[src/rtl/prog_loader_pkg.sv]
// rtl/prog_loader_pkg.sv - shared FSM encoding and shift-width helper for the serial program loader
package prog_loader_pkg;

  typedef enum logic [1:0] {
    ST_IDLE  = 2'd0,
    ST_ARMED = 2'd1,
    ST_WRITE = 2'd2
  } state_t;

  // Number of serial bits that make up one complete word in the given mode.
  function automatic int shift_width(input logic auto_mode, input int addr_w, input int data_w);
    return auto_mode ? data_w : addr_w + data_w;
  endfunction

endpackage

[src/rtl/prog_loader_if.sv]
// rtl/prog_loader_if.sv - program RAM write bus driven by the loader
interface prog_loader_if #(
  parameter int ADDR_W = 8,
  parameter int DATA_W = 8
);
  logic              mem_write;
  logic [ADDR_W-1:0] mem_addr;
  logic [DATA_W-1:0] mem_wdata;

  modport master (output mem_write, output mem_addr, output mem_wdata);
  modport slave  (input  mem_write, input  mem_addr, input  mem_wdata);
endinterface

[src/rtl/prog_loader_pin_sync.sv]
// rtl/prog_loader_pin_sync.sv - multi-flop synchroniser with rising-edge detect for one async pin
module pin_sync #(
  parameter int SYNC_STAGES = 2
) (
  input  logic clk,
  input  logic nreset,
  input  logic pin,
  output logic sync,
  output logic rise
);

  logic [SYNC_STAGES-1:0] chain;
  logic                   hist;

  always_ff @(posedge clk or negedge nreset) begin
    if (!nreset) begin
      chain <= '0;
      hist  <= 1'b0;
    end else begin
      chain <= {chain[SYNC_STAGES-2:0], pin};
      hist  <= chain[SYNC_STAGES-1];
    end
  end

  assign sync = chain[SYNC_STAGES-1];
  assign rise = sync & ~hist;

endmodule

[src/rtl/prog_loader.sv]
// rtl/prog_loader.sv - serial programming loader: shifts words in from pins and writes program RAM
module prog_loader
  import prog_loader_pkg::*;
#(
  parameter int ADDR_W      = 8,
  parameter int DATA_W      = 8,
  parameter int SYNC_STAGES = 2
) (
  input  logic              clk,
  input  logic              nreset,
  input  logic              prg,
  input  logic              ser_din,
  input  logic              ser_clk,
  input  logic              ser_latch,
  input  logic              auto_inc,
  output logic              core_halt,
  prog_loader_if.master     mem,
  output logic [DATA_W-1:0] checksum,
  output logic [ADDR_W:0]   word_count,
  output logic              bit_count_err
);

  localparam int SR_W  = ADDR_W + DATA_W;
  localparam int CNT_W = $clog2(SR_W + 1);
  localparam logic [CNT_W-1:0] CNT_MAX = '1;
  localparam logic [ADDR_W:0]  WC_MAX  = {1'b1, {ADDR_W{1'b0}}};

  logic prg_s, prg_rise, din_s, din_rise, sclk_s, sclk_rise, latch_s, latch_rise;
  logic unused_sync;

  pin_sync #(.SYNC_STAGES(SYNC_STAGES)) u_sync_prg   (.clk(clk), .nreset(nreset), .pin(prg),       .sync(prg_s),   .rise(prg_rise));
  pin_sync #(.SYNC_STAGES(SYNC_STAGES)) u_sync_din   (.clk(clk), .nreset(nreset), .pin(ser_din),   .sync(din_s),   .rise(din_rise));
  pin_sync #(.SYNC_STAGES(SYNC_STAGES)) u_sync_sclk  (.clk(clk), .nreset(nreset), .pin(ser_clk),   .sync(sclk_s),  .rise(sclk_rise));
  pin_sync #(.SYNC_STAGES(SYNC_STAGES)) u_sync_latch (.clk(clk), .nreset(nreset), .pin(ser_latch), .sync(latch_s), .rise(latch_rise));

  assign unused_sync = prg_rise | din_rise | sclk_s | latch_s;

  state_t            state_q, state_d;
  logic [SR_W-1:0]   sr;
  logic [CNT_W-1:0]  bit_cnt;
  logic [CNT_W-1:0]  exp_cnt;
  logic [ADDR_W-1:0] ptr;
  logic [ADDR_W-1:0] addr_q;
  logic [DATA_W-1:0] wdata_q;
  logic              auto_q;
  logic              write_q;
  logic              halt_q;
  logic              enter_armed, shift_en, commit, latch_bad;

  assign exp_cnt = CNT_W'(shift_width(auto_q, ADDR_W, DATA_W));

  always_ff @(posedge clk or negedge nreset) begin
    if (!nreset) begin
      state_q <= ST_IDLE;
      write_q <= 1'b0;
      halt_q  <= 1'b0;
    end else begin
      state_q <= state_d;
      write_q <= (state_d == ST_WRITE);
      halt_q  <= (state_d != ST_IDLE);
    end
  end

  // A latch rise takes priority over a coincident shift rise; dropping prg wins over both.
  always_comb begin
    state_d     = state_q;
    enter_armed = 1'b0;
    shift_en    = 1'b0;
    commit      = 1'b0;
    latch_bad   = 1'b0;
    case (state_q)
      ST_IDLE: begin
        if (prg_s) begin
          state_d     = ST_ARMED;
          enter_armed = 1'b1;
        end
      end
      ST_ARMED: begin
        if (!prg_s) begin
          state_d = ST_IDLE;
        end else if (latch_rise) begin
          if (bit_cnt == exp_cnt) begin
            state_d = ST_WRITE;
            commit  = 1'b1;
          end else begin
            latch_bad = 1'b1;
          end
        end else if (sclk_rise) begin
          shift_en = 1'b1;
        end
      end
      ST_WRITE: state_d = prg_s ? ST_ARMED : ST_IDLE;
      default:  state_d = ST_IDLE;
    endcase
  end

  always_ff @(posedge clk or negedge nreset) begin
    if (!nreset) begin
      sr            <= '0;
      bit_cnt       <= '0;
      ptr           <= '0;
      addr_q        <= '0;
      wdata_q       <= '0;
      auto_q        <= 1'b0;
      checksum      <= '0;
      word_count    <= '0;
      bit_count_err <= 1'b0;
    end else if (enter_armed) begin
      sr            <= '0;
      bit_cnt       <= '0;
      ptr           <= '0;
      auto_q        <= auto_inc;
      checksum      <= '0;
      word_count    <= '0;
      bit_count_err <= 1'b0;
    end else if (shift_en) begin
      sr <= {sr[SR_W-2:0], din_s};
      if (bit_cnt != CNT_MAX) bit_cnt <= bit_cnt + 1'b1;
    end else if (latch_bad) begin
      bit_count_err <= 1'b1;
      bit_cnt       <= '0;
    end else if (commit) begin
      addr_q  <= auto_q ? ptr : sr[SR_W-1:DATA_W];
      wdata_q <= sr[DATA_W-1:0];
    end else if (state_q == ST_WRITE) begin
      checksum <= checksum + wdata_q;
      if (word_count != WC_MAX) word_count <= word_count + 1'b1;
      ptr     <= addr_q + 1'b1;
      bit_cnt <= '0;
    end
  end

  assign core_halt     = halt_q;
  assign mem.mem_write = write_q;
  assign mem.mem_addr  = addr_q;
  assign mem.mem_wdata = wdata_q;

endmodule

[src/flat_wrapper.sv]
// flat-port wrapper written by rule: the top's interface ports become plain ports
module prog_loader_flat import prog_loader_pkg::*;
#(
  parameter int ADDR_W      = 8,
  parameter int DATA_W      = 8,
  parameter int SYNC_STAGES = 2
)
  (clk, nreset, prg, ser_din, ser_clk, ser_latch, auto_inc, core_halt, checksum, word_count, bit_count_err, mem_mem_write, mem_mem_addr, mem_mem_wdata);
  prog_loader_if #(.ADDR_W(ADDR_W), .DATA_W(DATA_W)) mem_i ();
  input  logic clk;
  input  logic nreset;
  input  logic prg;
  input  logic ser_din;
  input  logic ser_clk;
  input  logic ser_latch;
  input  logic auto_inc;
  output logic core_halt;
  output logic [DATA_W-1:0] checksum;
  output logic [ADDR_W:0] word_count;
  output logic bit_count_err;
  output wire logic [$bits(mem_i.mem_write)-1:0] mem_mem_write;
  output wire logic [$bits(mem_i.mem_addr)-1:0] mem_mem_addr;
  output wire logic [$bits(mem_i.mem_wdata)-1:0] mem_mem_wdata;
  assign mem_mem_write = mem_i.mem_write;
  assign mem_mem_addr = mem_i.mem_addr;
  assign mem_mem_wdata = mem_i.mem_wdata;
  prog_loader #(.ADDR_W(ADDR_W), .DATA_W(DATA_W), .SYNC_STAGES(SYNC_STAGES)) u_core (.clk(clk), .nreset(nreset), .prg(prg), .ser_din(ser_din), .ser_clk(ser_clk), .ser_latch(ser_latch), .auto_inc(auto_inc), .core_halt(core_halt), .mem(mem_i), .checksum(checksum), .word_count(word_count), .bit_count_err(bit_count_err));
endmodule
[config.mk]
export PLATFORM = sky130hd
export DESIGN_NAME = prog_loader_flat
export DESIGN_NICKNAME = d
export VERILOG_FILES = /design/src/rtl/prog_loader_pkg.sv /design/src/rtl/prog_loader_if.sv /design/src/rtl/prog_loader_pin_sync.sv /design/src/rtl/prog_loader.sv /design/src/flat_wrapper.sv
export SDC_FILE = /design/constraint.sdc
export NUM_CORES = 1
export LEC_CHECK = 0
export CAP_MARGIN = 20
export CORE_MARGIN = 2
export CORE_UTILIZATION = 40
export DETAILED_ROUTE_END_ITERATION = 6
export PLACE_DENSITY = 0.69
export SYNTH_ARGS = -nofsm -noshare
export SYNTH_HDL_FRONTEND = slang
export SYNTH_SLANG_ARGS = --single-unit
[constraint.sdc]
create_clock -name clk -period 3 [get_ports clk]
set_clock_uncertainty 0.15 [all_clocks]
set_input_delay 0.9 -clock clk [delete_from_list [all_inputs] [get_ports clk]]
set_output_delay 0.9 -clock clk [all_outputs]
set_load 0.01 [all_outputs]
==> results.md, run 1 <==
* Fillers at 841
* RSZ-0062 raised after global routing: no
* Vias in the first global route at 2476
* Post-DP HPWL at 5070 microns
* CP Data Arrival Time at 1.38 ns
* First-pass GRT wire length at 12010 microns
* DRC viols at 0
* Antenna viol nets, final at 0
* Syn nets at 371
* Netlist cell types at 53
* Layout Cells excl Fill at 507
* Startpoint types: flop
* WL/cell at 14.11 microns
* Die X-Extent at 100.0 microns
* CP max-delay cell: clkdlybuf4s50_1
* DR vias/cell at 5.105
* LEAKAGE at 0.001998 uW
* CTS max path bufs at 2
* Area growth syn-to-layout at 18.97%
* Die Footprint at 10000 sq um
* R2R Path End: u_core.word_count[4]
* Max-slew violations at 0
* Rows at 35
* Post-synth EDFFs at 0
* Kind of cell adding the most delay to the critical path: buffers and inverters
* Synth Area per Inst at 10.54 sq um
* # H-tree levels at 3
* Synth Register Bits at 78
* Max Cap Violations at 0
* IO Count at 43
* Die height at 100.0 microns
* Reg2Reg Depth at 5
* Critical setup path kind: flop to primary output
* Synth Instances at 350
* CP bufs+invs at 1
* Mapped cell area at 3687 sq um
* Initial antenna violation count at 0
* Share of post-route cells with drive strength above 1 at 9.596%
* Slew @ Worst Pin at 0.6992 ns
* Top_reg_cell synth: dfrtp_1
* Cell breakdown of the critical path: clkdlybuf4s50_1
* Crit. End Element: primary output
* Crit. path cell count at 1
* Critical Path Fanout Max at 6
* TritonRoute pass-1 iters at 4
* CTS buffer count at 9
* Worst setup startpoint: u_core.mem.mem_addr[3]
* Initial DRC Count at 101
* PD cells at 442.5 nW/um^2
* Root buf cell: clkbuf_8
* Final setup fails at 0
* Postcts setup bufs at 0
* Worst Setup EP: mem_mem_addr[3]
* R2R Setup Slk at 0.74 ns
* Initial Util at 40.48%
* Req. time, crit path at 1.95 ns
* GRT overflow at 0
* TNS Setup at 0 ns
* Rel. slew slack at 53.29%
* FF-to-FF Start: u_core.state_q[0]
* Sinks on Clock Net at 78
* Period Utilization, post-route at 81.02%
* # port buffers at 42
* GRT Total Usage at 15.53%
* Largest net degree at the start of global routing at 44
* Hold Fails Final Rpt at 0
* Run status: finished clean
* Yosys warnings at 0
* Period minus WS final at 2.431 ns
* F_max at 0.4114 GHz
* Most common cell after layout, fill and taps aside: dfrtp_1
* Placeable Area at 9109 sq um
* DR vias at 2588
* Commonest non-fill, non-tap cells in the layout: 78 x dfrtp_1, 63 x nand2_1, 42 x o21ai_0
* Sequential fraction of the synthesis area at 52.94%
* Dpl cells at 492
* Gpl congestion at 0.8055
* Max incr delay on CP at 0.58 ns
* Routed wire length at 7152 microns
* Clk_lat worst skew at 0.35 ns
* Ant. Diodes at 0
* CTS tree: built
* Min-delay worst type: flop to flop
* Ys async rst share at 100.0%
* Final #Nets at 413
* PostCTS Resize Cnt at 0
* Post-CTS Hold Buffers at 0
* Worst vdd ir at 0.2426 mV
* Clock-pin slew on the worst setup and hold paths at 0.07 ns
## flip-flops by register name (all words and copies together), names as in the netlist, 5 cells and up
name and count:
u_core.ptr 8, u_core.word_count 9, u_core.mem.mem_wdata 8, u_core.bit_cnt 5
u_core.mem.mem_addr 8, u_core.checksum 8, u_core.sr 16
## routing by layer
metal	vias up	GRT usage, %	share of wire [%]
li1	1298	-	-
met3	11	5.850	4.4
met1	1237	21.05	49
met2	42	23.65	46
met5	-	0	0
met4	0	4.110	1.3
## power by group
group / internal [uW] / switching [uW] / leakage, uW / total (uW)
combinational: 39.6 / 58.6 / 0.000839 / 98.2
clock: 396 / 359 / 0.000102 / 755
sequential: 1070 / 21.1 / 0.00106 / 1090
## cell families after synthesis
family	after synthesis	synth area share (%)
and+or+nand+nor	136	19.44
muxes	18	5.599
xor gates and xnor gates	11	2.613
adders and majority gates	14	4.954
buffers and inverters	22	2.986
DFF	78	52.94
AOI/OAI and AO/OA	71	11.47
## cell type report
type	count	area, sq um	share of cell area [%]
multi-input combinational	250	1625	37.05
inverter	8	30.03	0.6845
clock buffer	10	137.6	3.137
clock inverter	5	50.05	1.141
timing repair buffer	45	452.9	10.33
tap	111	138.9	3.166
sequential	78	1952	44.50
## through the flow
stage	util [%]	worst slack [ns]	hold slack, ns	instance area (sq um)	total power [uW]
after global placement	46.10	0.8014	0.1816	4199	1206
after detailed placement	46.10	0.7374	0.1856	4199	1209
final	48.16	0.5693	0.1993	4387	1941
after CTS	48.16	0.5471	0.2023	4387	1973
after global routing	48.16	0.4847	0.2055	4387	2035
after floorplan	-	0.9924	0.1812	3687	1157
## cell usage after synthesis, drive strengths merged, types with 6 or more instances
master | instances | area share (%)
mux2i | 9 | 2.4
and3 | 9 | 1.5
clkbuf | 7 | 0.75
xor2 | 7 | 1.7
nor2 | 16 | 1.6
a22o | 6 | 1.4
a21oi | 8 | 1.1
inv | 8 | 0.81
nand2 | 63 | 6.4
nand2b | 9 | 1.5
buf | 7 | 1.4
o21ai | 43 | 5.8
nand3 | 8 | 1.4
mux2 | 9 | 3.2
ha | 13 | 4.4
dfrtp | 78 | 53
## how the worst min path moves through the flow
stage | cells after the start | end | start
finish | 0 | u_core.u_sync_latch.chain[1] | u_core.u_sync_latch.chain[0]
floorplan | 0 | u_core.u_sync_din.chain[1] | u_core.u_sync_din.chain[0]
global placement | 0 | u_core.u_sync_sclk.chain[1] | u_core.u_sync_sclk.chain[0]
CTS | 0 | u_core.u_sync_latch.chain[1] | u_core.u_sync_latch.chain[0]
global route | 0 | u_core.u_sync_din.chain[1] | u_core.u_sync_din.chain[0]
detailed placement | 0 | u_core.u_sync_latch.chain[1] | u_core.u_sync_latch.chain[0]
No activity file was read; power rests on OpenSTA's default activity.
==> inputs of run 2 (changes only) <==
PLACE_DENSITY = 0.72   (was 0.69)
clock period = 2.21 ns   (was 3 ns; I/O delays follow)
==> run 2 against run 1 <==
  * Clock-buffer cell count is 2 higher
  * Global-route usage is 0.97 points higher
  * Wire length rose by 5.2%
  * First-iteration DRC count down 4.0%
  * Combinational power rose by 60%
==> results.md, run 2 (same netlist as run 1, synthesis figures left out) <==
* Hold Fails Final Rpt at 0 (unchanged)
* # port buffers at 42 (unchanged)
* CTS tree: built
* Min-delay worst type: primary input to asynchronous set/reset pin
* Routed wire length at 7525 microns (+5.2%)
* Largest reg by FF count: u_core.sr
* Largest net degree at the start of global routing at 79 (+80%)
* Die Footprint at 10000 sq um (unchanged)
* Final setup fails at 0 (unchanged)
* Initial DRC Count at 97 (-4.0%)
* Gpl congestion at 0.8658 (+7.5%)
* WL/cell at 14.58 microns (+3.4%)
* Sw power at 613.9 uW (+40%)
* Fillers at 813 (-3.3%)
* PD cells at 653.0 nW/um^2 (+48%)
* Antenna viol nets, final at 0 (unchanged)
* Area of the multi-input gates at 1629 sq um (+0.23%)
* Sw Share at 20.72% (-1.9 points)
* Worst vdd ir at 0.3312 mV (+37%)
* Cell breakdown of the critical path: clkdlybuf4s50_1
* RSZ-0062 raised after global routing: no
* Period Utilization, post-route at 97.20%
* # H-tree levels at 3 (unchanged)
* LEAKAGE at 0.002055 uW (+2.9%)
* Run status: finished clean
* Rel. slew slack at 61.03% (+7.7 points)
* Root buf cell: clkbuf_8
* FF-to-FF Start: u_core.mem.mem_wdata[0]
* Reg2Reg Depth at 8 (+3)
* Slew @ Worst Pin at 0.5785 ns (-0.1207 ns)
* Ant. Diodes at 0 (unchanged)
* Initial Util at 40.48% (unchanged)
* Biggest regs: u_core.sr x16, u_core.word_count x9
* Max incr delay on CP at 0.56 ns (-0.02 ns)
* Combinational Power Share at 5.3% (+0.2 points)
* Dpl cells at 501 (+1.8%)
* Rows at 35 (unchanged)
* Clk_lat worst skew at 0.35 ns (about the same)
* Share of post-route cells with drive strength above 1 at 13.83% (+4.2 points)
* Req. time, crit path at 1.40 ns (-0.55 ns)
* Kind of cell adding the most delay to the critical path: buffers and inverters
* F_max at 0.4655 GHz
* Postcts setup bufs at 0 (unchanged)
* Area growth syn-to-layout at 23.01%
* Most common cell after layout, fill and taps aside: dfrtp_1
* Internal Power at 2348 uW (+56%)
* Placed instance area at 4267 sq um (+1.6%)
* Largest register FFs at 16 (unchanged)
* Crit. End Element: primary output
* Final #Nets at 422 (+2.2%)
* Placeable Area at 9109 sq um (unchanged)
* R2R Setup Slk at 0.11 ns (-0.63 ns)
* IO Count at 43 (unchanged)
* Crit. path cell count at 1 (unchanged)
* First-pass GRT wire length at 12990 microns (+8.2%)
* R2R Path End: u_core.checksum[6]
* Register Area at 1962 sq um (+0.51%)
* TNS Setup at 0 ns (unchanged)
* CTS max path bufs at 2 (unchanged)
* Worst setup startpoint: u_core.mem.mem_addr[3]
* Max Cap Violations at 0 (unchanged)
* CP Data Arrival Time at 1.34 ns (-0.04 ns)
* CTS buffer count at 9 (unchanged)
* Startpoint types: flop
* CP max-delay cell: clkdlybuf4s50_1
* Commonest non-fill, non-tap cells in the layout: 70 x dfrtp_1, 63 x nand2_1, 42 x o21ai_0
* Period minus WS final at 2.148 ns
* Sequential power share at 49.5% (-6.6 points)
* Clock share of power at 45.2% (+6.3 points)
* Post-DP HPWL at 5094 microns (+0.47%)
* CP bufs+invs at 1 (unchanged)
* Finished Cell Area at 4536 sq um (+3.4%)
* Die X-Extent at 100.0 microns (unchanged)
* Vias in the first global route at 2664 (+7.6%)
* Initial antenna violation count at 0 (unchanged)
* Max-slew violations at 0 (unchanged)
* GRT overflow at 0 (unchanged)
* Sinks on Clock Net at 78 (unchanged)
* Clock-pin slew on the worst setup and hold paths at 0.07 ns (about the same)
* GRT Total Usage at 16.50% (+0.97 points)
* Layout Cells excl Fill at 516 (+1.8%)
* Critical setup path kind: flop to primary output
* DR vias at 2703 (+4.4%)
* TritonRoute pass-1 iters at 4 (unchanged)
* DRC viols at 0 (unchanged)
* Tot Pwr at 2962 uW (+53%)
* DR vias/cell at 5.238 (+2.6%)
* Critical Path Fanout Max at 6 (unchanged)
* Die height at 100.0 microns (unchanged)
-- run 2: changes by cell type in the layout (fill, tap and decap cells not counted), sizes merged --
| cell | delta |
|---|---|
| buf | +9 |
| clkinv | -4 |
| bufinv | +2 |
| clkbuf | +2 |
-- run 2: power groups by stage --
stage	registers (uW)	logic, uW	clock network [uW]
3_5_place_dp	1490	160	0
4_1_cts	1470	161	1370
5_1_grt	1470	176	1420
6_report	1470	157	1340
3_3_place_gp	1490	157	0
2_1_floorplan	1490	78.2	0
-- run 2: worst max-delay path by stage --
stage	to	slack, ns
final	mem_mem_addr[3]	0.06
after global routing	mem_mem_addr[6]	0.008
after CTS	word_count[2]	0.005
after detailed placement	u_core.checksum[6]	0.09
after global placement	u_core.checksum[6]	0.19
after floorplan	u_core.checksum[6]	0.20
-- run 2: through the flow --
step / hold WS (ns) / util, % / worst slack, ns
after detailed placement: 0.1864 / 46.84 / 0.09199
after global routing: 0.2003 / 49.79 / 0.007632
after global placement: 0.1826 / 46.84 / 0.1877
after floorplan: 0.1812 / - / 0.2024
after CTS: 0.1812 / 49.66 / 0.005437
final: 0.1478 / 49.79 / 0.06185
-- run 2: per-layer routing --
| layer | vias up | GRT usage [%] | wire length, microns |
|---|---|---|---|
| met5 | - | 0 | 0 |
| met4 | 0 | 6.955 | 144 |
| met3 | 12 | 2.925 | 222 |
| met2 | 43 | 26.30 | 3520 |
| met1 | 1328 | 22.35 | 3638 |
| li1 | 1320 | - | - |
-- run 2: timing repair --
action,CTS,global route
gates resized for setup,1,8
setup endpoints to repair,1,8
hold buffers,0,0
-- run 2: cell type report --
| class | instances | share of cell area, % |
|---|---|---|
| Clock buffer | 12 | 3.641 |
| Clock inverter | 3 | 1.986 |
| Inverter | 8 | 0.6621 |
| Multi-Input combinational cell | 250 | 35.92 |
| Sequential cell | 78 | 43.26 |
| Tap cell | 111 | 3.062 |
| Timing Repair Buffer | 54 | 11.48 |
